[src/rtl/stream_arbiter_4.sv]
// -----------------------------------------------------------------------------
// stream_arbiter_4
//
// Four-way message-level arbiter. Four producers share one 32-bit stb/ack
// output stream. One requester is granted at a time, picked round-robin after
// the previously released requester. The grant is held for a whole message.
// A message ends when a word equal to TERMINATOR is forwarded or when
// MAX_WORDS words have been forwarded. A granted producer that leaves its stb
// low for TIMEOUT consecutive accept cycles loses the grant, and the sticky
// exception flag is raised.
//
// Each word takes two cycles: one cycle with the producer's ack high (ACCEPT)
// and at least one cycle presenting the captured word downstream (SEND).
//
// Ports
//   clk                  single clock, rising edge
//   rst                  synchronous reset, active high
//   input_0..input_3     requester data (32 bit)
//   input_k_stb          requester data valid
//   input_k_ack          word accepted from requester k
//   output_out           arbitrated data (32 bit)
//   output_out_stb       output data valid
//   output_out_ack       downstream accepts the output word
//   exception            sticky stall-timeout flag, cleared only by rst
// -----------------------------------------------------------------------------
module stream_arbiter_4 #(
  parameter logic [31:0] TERMINATOR = 32'h0000_000A,
  parameter int unsigned MAX_WORDS  = 256,
  parameter int unsigned TIMEOUT    = 1000000
) (
  input  logic        clk,
  input  logic        rst,
  input  logic [31:0] input_0,
  input  logic        input_0_stb,
  output logic        input_0_ack,
  input  logic [31:0] input_1,
  input  logic        input_1_stb,
  output logic        input_1_ack,
  input  logic [31:0] input_2,
  input  logic        input_2_stb,
  output logic        input_2_ack,
  input  logic [31:0] input_3,
  input  logic        input_3_stb,
  output logic        input_3_ack,
  output logic [31:0] output_out,
  output logic        output_out_stb,
  input  logic        output_out_ack,
  output logic        exception
);

  typedef enum logic [1:0] {
    ST_IDLE   = 2'd0,
    ST_ACCEPT = 2'd1,
    ST_SEND   = 2'd2
  } state_t;

  localparam logic [31:0] MAX_WORDS_C = 32'(MAX_WORDS);
  localparam logic [31:0] TIMEOUT_C   = 32'(TIMEOUT);

  // Round-robin pick: the first requester after `last` in cyclic order.
  // Only meaningful when req is non-zero.
  function automatic logic [1:0] rr_pick(input logic [1:0] last,
                                         input logic [3:0] req);
    logic [1:0] pick;
    logic [1:0] cand;
    logic       found;
    pick  = last;
    found = 1'b0;
    for (int i = 1; i <= 4; i++) begin
      cand = last + 2'(i);
      if (!found && req[cand]) begin
        pick  = cand;
        found = 1'b1;
      end else begin
        pick  = pick;
      end
    end
    return pick;
  endfunction

  state_t      state_q, state_d;
  logic [1:0]  grant_q, grant_d;
  logic [1:0]  last_q, last_d;
  logic [31:0] hold_q, hold_d;
  logic [31:0] word_cnt_q, word_cnt_d;
  logic [31:0] idle_cnt_q, idle_cnt_d;
  logic        exc_q, exc_d;
  logic [3:0]  ack_q, ack_d;
  logic        out_stb_q, out_stb_d;

  logic [31:0] in_data_s [4];
  logic [3:0]  in_stb_s;
  logic [31:0] idle_cnt_inc_s;
  logic        release_s;

  assign in_data_s[0] = input_0;
  assign in_data_s[1] = input_1;
  assign in_data_s[2] = input_2;
  assign in_data_s[3] = input_3;
  assign in_stb_s     = {input_3_stb, input_2_stb, input_1_stb, input_0_stb};

  assign idle_cnt_inc_s = idle_cnt_q + 32'd1;

  // A message ends on the terminator word or when the word limit is reached.
  assign release_s = (hold_q == TERMINATOR) ||
                     ((MAX_WORDS_C != 32'd0) && (word_cnt_q == MAX_WORDS_C));

  // Next-state logic of the IDLE / ACCEPT / SEND controller.
  always_comb begin
    state_d    = state_q;
    grant_d    = grant_q;
    last_d     = last_q;
    hold_d     = hold_q;
    word_cnt_d = word_cnt_q;
    idle_cnt_d = idle_cnt_q;
    exc_d      = exc_q;
    case (state_q)
      ST_IDLE: begin
        if (|in_stb_s) begin
          grant_d    = rr_pick(last_q, in_stb_s);
          word_cnt_d = 32'd0;
          idle_cnt_d = 32'd0;
          state_d    = ST_ACCEPT;
        end else begin
          state_d = ST_IDLE;
        end
      end
      ST_ACCEPT: begin
        if (in_stb_s[grant_q]) begin
          hold_d     = in_data_s[grant_q];
          word_cnt_d = word_cnt_q + 32'd1;
          idle_cnt_d = 32'd0;
          state_d    = ST_SEND;
        end else begin
          idle_cnt_d = idle_cnt_inc_s;
          // A stalled producer gives up the grant; the flag stays set.
          if ((TIMEOUT_C != 32'd0) && (idle_cnt_inc_s == TIMEOUT_C)) begin
            exc_d   = 1'b1;
            last_d  = grant_q;
            state_d = ST_IDLE;
          end else begin
            state_d = ST_ACCEPT;
          end
        end
      end
      ST_SEND: begin
        // Downstream backpressure is waited out indefinitely.
        if (output_out_ack) begin
          if (release_s) begin
            last_d  = grant_q;
            state_d = ST_IDLE;
          end else begin
            state_d = ST_ACCEPT;
          end
        end else begin
          state_d = ST_SEND;
        end
      end
      default: begin
        state_d = ST_IDLE;
      end
    endcase
  end

  // Output decode from the next state so acks and stb come straight off flops.
  always_comb begin
    ack_d = 4'b0000;
    if (state_d == ST_ACCEPT) begin
      ack_d[grant_d] = 1'b1;
    end else begin
      ack_d = 4'b0000;
    end
    out_stb_d = (state_d == ST_SEND);
  end

  // State, datapath and output registers with synchronous reset.
  always_ff @(posedge clk) begin
    if (rst) begin
      state_q    <= ST_IDLE;
      grant_q    <= 2'd0;
      last_q     <= 2'd3;
      hold_q     <= 32'd0;
      word_cnt_q <= 32'd0;
      idle_cnt_q <= 32'd0;
      exc_q      <= 1'b0;
      ack_q      <= 4'b0000;
      out_stb_q  <= 1'b0;
    end else begin
      state_q    <= state_d;
      grant_q    <= grant_d;
      last_q     <= last_d;
      hold_q     <= hold_d;
      word_cnt_q <= word_cnt_d;
      idle_cnt_q <= idle_cnt_d;
      exc_q      <= exc_d;
      ack_q      <= ack_d;
      out_stb_q  <= out_stb_d;
    end
  end

  // The ack flops still hold their pre-reset value during the reset cycle;
  // masking with rst keeps a producer from handing over a word that the
  // reset is about to discard.
  assign input_0_ack    = ack_q[0] & ~rst;
  assign input_1_ack    = ack_q[1] & ~rst;
  assign input_2_ack    = ack_q[2] & ~rst;
  assign input_3_ack    = ack_q[3] & ~rst;
  assign output_out     = hold_q;
  assign output_out_stb = out_stb_q;
  assign exception      = exc_q;

endmodule

[config.mk]
export PLATFORM = sky130hd
export DESIGN_NAME = stream_arbiter_4
export DESIGN_NICKNAME = d
export VERILOG_FILES = /design/src/rtl/stream_arbiter_4.sv
export SDC_FILE = /design/constraint.sdc
export NUM_CORES = 1
export LEC_CHECK = 0
export ABC_AREA = 0
export BUFFER_PORTS_ARGS = -buffer_cell sky130_fd_sc_hd__buf_2
export CAP_MARGIN = 20
export CORE_ASPECT_RATIO = 1.25
export CORE_MARGIN = 4
export CORE_UTILIZATION = 35
export CTS_BUF_LIST = sky130_fd_sc_hd__clkbuf_16
export CTS_CLUSTER_DIAMETER = 80
export CTS_CLUSTER_SIZE = 40
export DETAILED_ROUTE_END_ITERATION = 10
export GPL_TIMING_DRIVEN = 0
export PLACE_DENSITY_LB_ADDON = 0.05
export SYNTH_ARGS = -nofsm -noshare
export SYNTH_HDL_FRONTEND = slang
export SYNTH_SLANG_ARGS = --single-unit
export TNS_END_PERCENT = 100
[constraint.sdc]
create_clock -name clk -period 2.93 [get_ports clk]
set_clock_uncertainty 0.15 [all_clocks]
set_input_delay 0.293 -clock clk [delete_from_list [all_inputs] [get_ports clk]]
set_output_delay 0.293 -clock clk [all_outputs]
set_load 0.005 [all_outputs]
# Word level (Yosys, flattened, before mapping)
# Index checks and enable logic that the tools add are counted.
[word_totals] ff_bits=108 in_bits=135 out_inout_bits=38 wordCells=107
[classes] add_sub_neg=5 n_lt_le_gt_ge=8 n_eq_ne=13 muxes=46 bitwise_logic=8 n_reduce_logical=18
[op_table] cell="two-way mux 32 bit" n=5
[op_table] cell="one-hot mux 32 bit (2 select lines)" n=2
[op_table] cell="adder 32 x 1 -> 32 bit, second input constant" n=2
[op_table] cell="binary-select mux 32 bit (select 2 bit)" n=1
[op_table] cell="== test 32 x 20 -> 1 bit, second input constant" n=1
[op_table] cell="== test 32 x 4 -> 1 bit, second input constant" n=1
[op_table] cell="== test 32 x 9 -> 1 bit, second input constant" n=1
[op_table] cell="two-way mux 2 bit" n=12
[op_table] cell="< comparator 2 x 3 -> 1 bit, second input constant" n=6
[op_table] cell="two-way mux 1 bit" n=18
[op_table] cell="inequality test 2 bit, second input constant" n=6
[op_table] cell="binary-select mux 1 bit (select 2 bit)" n=5
[op_table] cell="one-hot mux 2 bit (3 select lines)" n=1
[op_table] cell="AND reduction 3 bit" n=2
[op_table] cell="AND reduction 5 bit" n=1
[op_table] cell="adder 2 bit, second input constant" n=2
[op_table] cell="AND 1 bit" n=4
[op_table] cell="== test 2 x 1 -> 1 bit, second input constant" n=2
[op_table] cell="== test 2 bit, second input constant" n=2
[op_table] cell="logical AND 1 bit" n=4
[op_table] cell="one-hot mux 2 bit (2 select lines)" n=1
[op_table] cell="AND reduction 2 bit" n=2
[op_table] cell="nonzero test 2 bit" n=2
[op_table] cell="OR reduction 4 bit" n=1
[op_table] cell="other kinds (10)" n=14

# Logic depth before layout (Yosys ltp)
[depth] ltp_word=25 ltp_mapped=12 depth_no_buf=10

# Worst setup path before layout
# OpenSTA, ideal clock, no wires.
[synth_path] kind="register -> register" start="register idle_cnt_q[0]" end="register last_q[0]" setup_time_ps=72 t_arrival_ps=2336 required_time_ps=2708 setup_slack_ps=373 stages_incl_launch_ff=13 n_path_buf=3 synth_period_minus_slack_ps=2557 path_cell_list="dfxtp_1 -> ha_1 -> and3_1 -> buf_4 -> and3_1 -> buf_6 -> and2_1 -> buf_4 -> xnor2_1 -> a31oi_2 -> nor3_2 -> o2bb2ai_2 -> mux2i_1"
[synth_via] elab_chain_len=4
[synth_rtl] item="start, declared" line="86" source="logic [31:0] idle_cnt_q, idle_cnt_d;"
[synth_rtl] item="start signal, assigned" line="194" source="idle_cnt_q <= idle_cnt_d;"
[synth_rtl] item="adder 32 x 1 -> 32 bit" line="102" source="assign idle_cnt_inc_s = idle_cnt_q + 32'd1;"
[synth_rtl] item="== test 32 x 20 -> 1 bit" line="137" source="if ((TIMEOUT_C != 32'd0) && (idle_cnt_inc_s == TIMEOUT_C)) begin"
[synth_rtl] item="inequality test 2 bit (no source line)"
[synth_rtl] item="AND reduction 5 bit (no source line)"
[synth_rtl] item="end signal, assigned" line="191" source="last_q <= last_d;"
[synth_rtl] item="end, declared" line="83" source="logic [1:0] last_q, last_d;"
# Every way passes these cells.
# A chain may end at the register's enable or synchronous reset.

# Worst setup path in the final report
[layout_path] start="register idle_cnt_q[3]" end="register last_q[0]"
# Same word-level chain as after synthesis.

==> key figures <==
Clock network
  • Hold_buf cts: 0
  • Clock buffer depth: 2
  • Clock slew at reported path FFs: 70 ps
  • CTS tree: built
  • TritonCTS Sinks: 108
  • Later-pin clock latency in the skew report: 350 ps
  • Root Buffer: clkbuf_16
  • H-tree levels: 3
  • CTS buffer count: 9

Synth
  • Top-area cell type share of the netlist area: 34.7%
  • Avg Cell Area, Syn: 8.54 µm²
  • Post-synthesis async set-or-reset flop share: 0%
  • Cells after Synth: 729
  • Ys flop type: dfxtp_1
  • Synth top area cells: dfxtp_1, mux4_2, nand2_1, a21oi_1, nor2_1
  • Register area share after synthesis: 34.7%
  • Flops & latches, synth: 108
  • Post-synth EDFFs: 0
  • Mapped cell area: 6220 µm²
  • Dominant cell type by area after synthesis: dfxtp_1
  • YS warnings: 0
  • Most common cell in the netlist: dfxtp_1
  • Synth cell count leaders: dfxtp_1, nand2_1, a21oi_1
  • Netlist cell types: 65
  • Post-Syn Nets: 868

Cells and area
  • Multi-input logic area: 3910 µm²
  • Layout cell share with drive strength beyond 1: 29.9%
  • P&R area growth vs syn: 25.4%
  • FF+latch area: 2160 µm²
  • Final nets: 1050
  • Fill cells: 1797
  • Final Non-Filler Cells: 1141

Power and ir drop
  • Maximum vdd drop: 0.285 mV
  • Design Power: 3.52 mW
  • PwrDens: 451 nW/µm²
  • Leakage power: 2.99 nW

Critical path
  • Critical path class: reg -> reg
  • WP data arrival: 2980 ps
  • FF-to-FF End: last_q[0]
  • Crit path from: idle_cnt_q[3]
  • Worst r2r path cells: 9
  • Flop2flop setup slack: 70 ps
  • CP Launch Type: flip-flop
  • Crit path to: last_q[0]
  • Critical Path RT: 3060 ps
  • Worst r2r src: idle_cnt_q[3]
  • CP Max Fanout: 8
  • CP Capture Type: flip-flop

Global route
  • Total GRT Usage: 20.2%
  • Vias in the first global route: 6372
  • Largest net degree at the start of global routing: 17
  • Initial antenna violation count: 2
  • Global-route wire length before repair: 32.3 mm
  • Total grt overflow: 0

Timing
  • Final hold viol count: 0
  • Setup TNS: 0 ps
  • Endpoints failing setup: 0
  • FMAX: 350 MHz
  • Worst-Margin Slew: 771 ps
  • Relative slew slack: 48.6%
  • Clock period minus worst slack: 2860 ps
  • Max-slew violations: 0
  • Period utilization: 97.5%

Floorplanning
  • Die H: 157 µm
  • Row count: 54
  • Ports: 173
  • Die area: 20000 µm²
  • Core ar.: 17400 µm²
  • Initial Utilization: 35.7%
  • Die Wd: 127 µm

Detailed routing
  • 1st-pass router iterations: 5
  • DR iter-0 viols: 292
  • DRC: 0
  • Vias: 6173
  • Final ANT Viol Nets: 0
  • Vias per cell: 5.41
  • WL/cell: 17.8 µm
  • WL final: 20.3 mm

Min path
  • Worst hold path depth: 3
  • Hold WC Path Type: in -> reg

Run
  • Max Cap Viol: 0

Placed design
  • Routability cong.: 0.871
  • Placed Instances: 1124
  • PortBufs: 171
  • HPWL after DPL: 16.0 mm

Outcome
  • Status: completed
==> state kept, by name, summed over array words and instances, names as in the netlist <==
signal	flops
last_q	2
idle_cnt_q	32
state_q	2
output_out	32
output_out_stb	1
grant_q	2
word_cnt_q	32
exception	1
ack_q	4
==> worst max-delay path, cell delays in order, from the launching register on <==
cell,delay (ps)
dfxtp_1,310
buf_4,150
nand4_1,290
nor4_1,460
xor2_1,170
a2111oi_2,380
nand4_1,270
nor2_2,220
o2bb2ai_2,170
mux2i_1,220
==> worst min path at each step <==
stage	startpoint	endpoint	slack, ps
6_report	output_out_ack	state_q[1]	130
5_1_grt	output_out_ack	state_q[1]	110
4_1_cts	output_out_ack	state_q[1]	100
3_5_place_dp	output_out[2]	output_out[2]	320
3_3_place_gp	output_out[15]	output_out[15]	310
2_1_floorplan	exception	exception	310
==> cell families (layout without fill, tap and decap cells) <==
logic type      count (synthesis)  in the layout  synth area share [%]
simple gates                  336            336                  28.2
flops                         108            108                  34.7
xor+xnor                       41             41                  5.77
mux                            38             38                  12.7
buf+inv                        63            249                  4.48
compound gates                139            139                  13.2
fa+ha+maj                       4              4                 0.804
other cells                     0              2                     0
==> what timing repair did <==
action	in CTS	in global routing
gates resized for setup	8	19
setup endpoints to repair	9	6
setup buffers	0	1
pin swaps	0	6
==> cell usage in the layout (no fill, tap or decap), drive strengths merged, types with 26 or more instances in the layout <==
cell type / count
nand2: 107
nor2: 72
o21ai: 26
mux4: 33
buf: 192
dfxtp: 108
xor2: 26
a21oi: 79
clkbuf: 42
==> power breakdown <==
part           internal (mW)  switching [mW]
Clock                  0.741           0.549
Sequential              1.52          0.0468
Combinational          0.300           0.363
Total                   2.56           0.958
==> layout make-up <==
class,instances,area share [%]
clock buffers,9,2.89
repair buffers,172,11.1
diodes,2,0.0641
multi-input cells,558,50.0
clock inverters,6,1.04
flip-flops and latches,108,27.7
inverters,9,0.433
well taps,224,3.59
plain buffers,53,3.14
==> stage by stage <==
stage	hold slack (ps)	setup WS [ps]	instance area [µm²]	utilization, %
final	126	72.1	7800	44.8
after global routing	112	-52.2	7800	44.8
after CTS	105	7.24	7710	44.2
after detailed placement	318	-166	7360	42.2
after global placement	312	-189	7360	42.2
after floorplan	310	373	6220	-
==> metal layers <==
| metal | GRT usage [%] | vias to the layer above | part of all wire (%) |
|---|---|---|---|
| met1 | 22.0 | 2930 | 39 |
| li1 | - | 3002 | - |
| met3 | 4.79 | 33 | 6.4 |
| met2 | 37.6 | 208 | 52 |
| met4 | 7.61 | 0 | 2.8 |
| met5 | 0 | - | 0 |
Note: power is estimated with default switching activity, not from simulation.
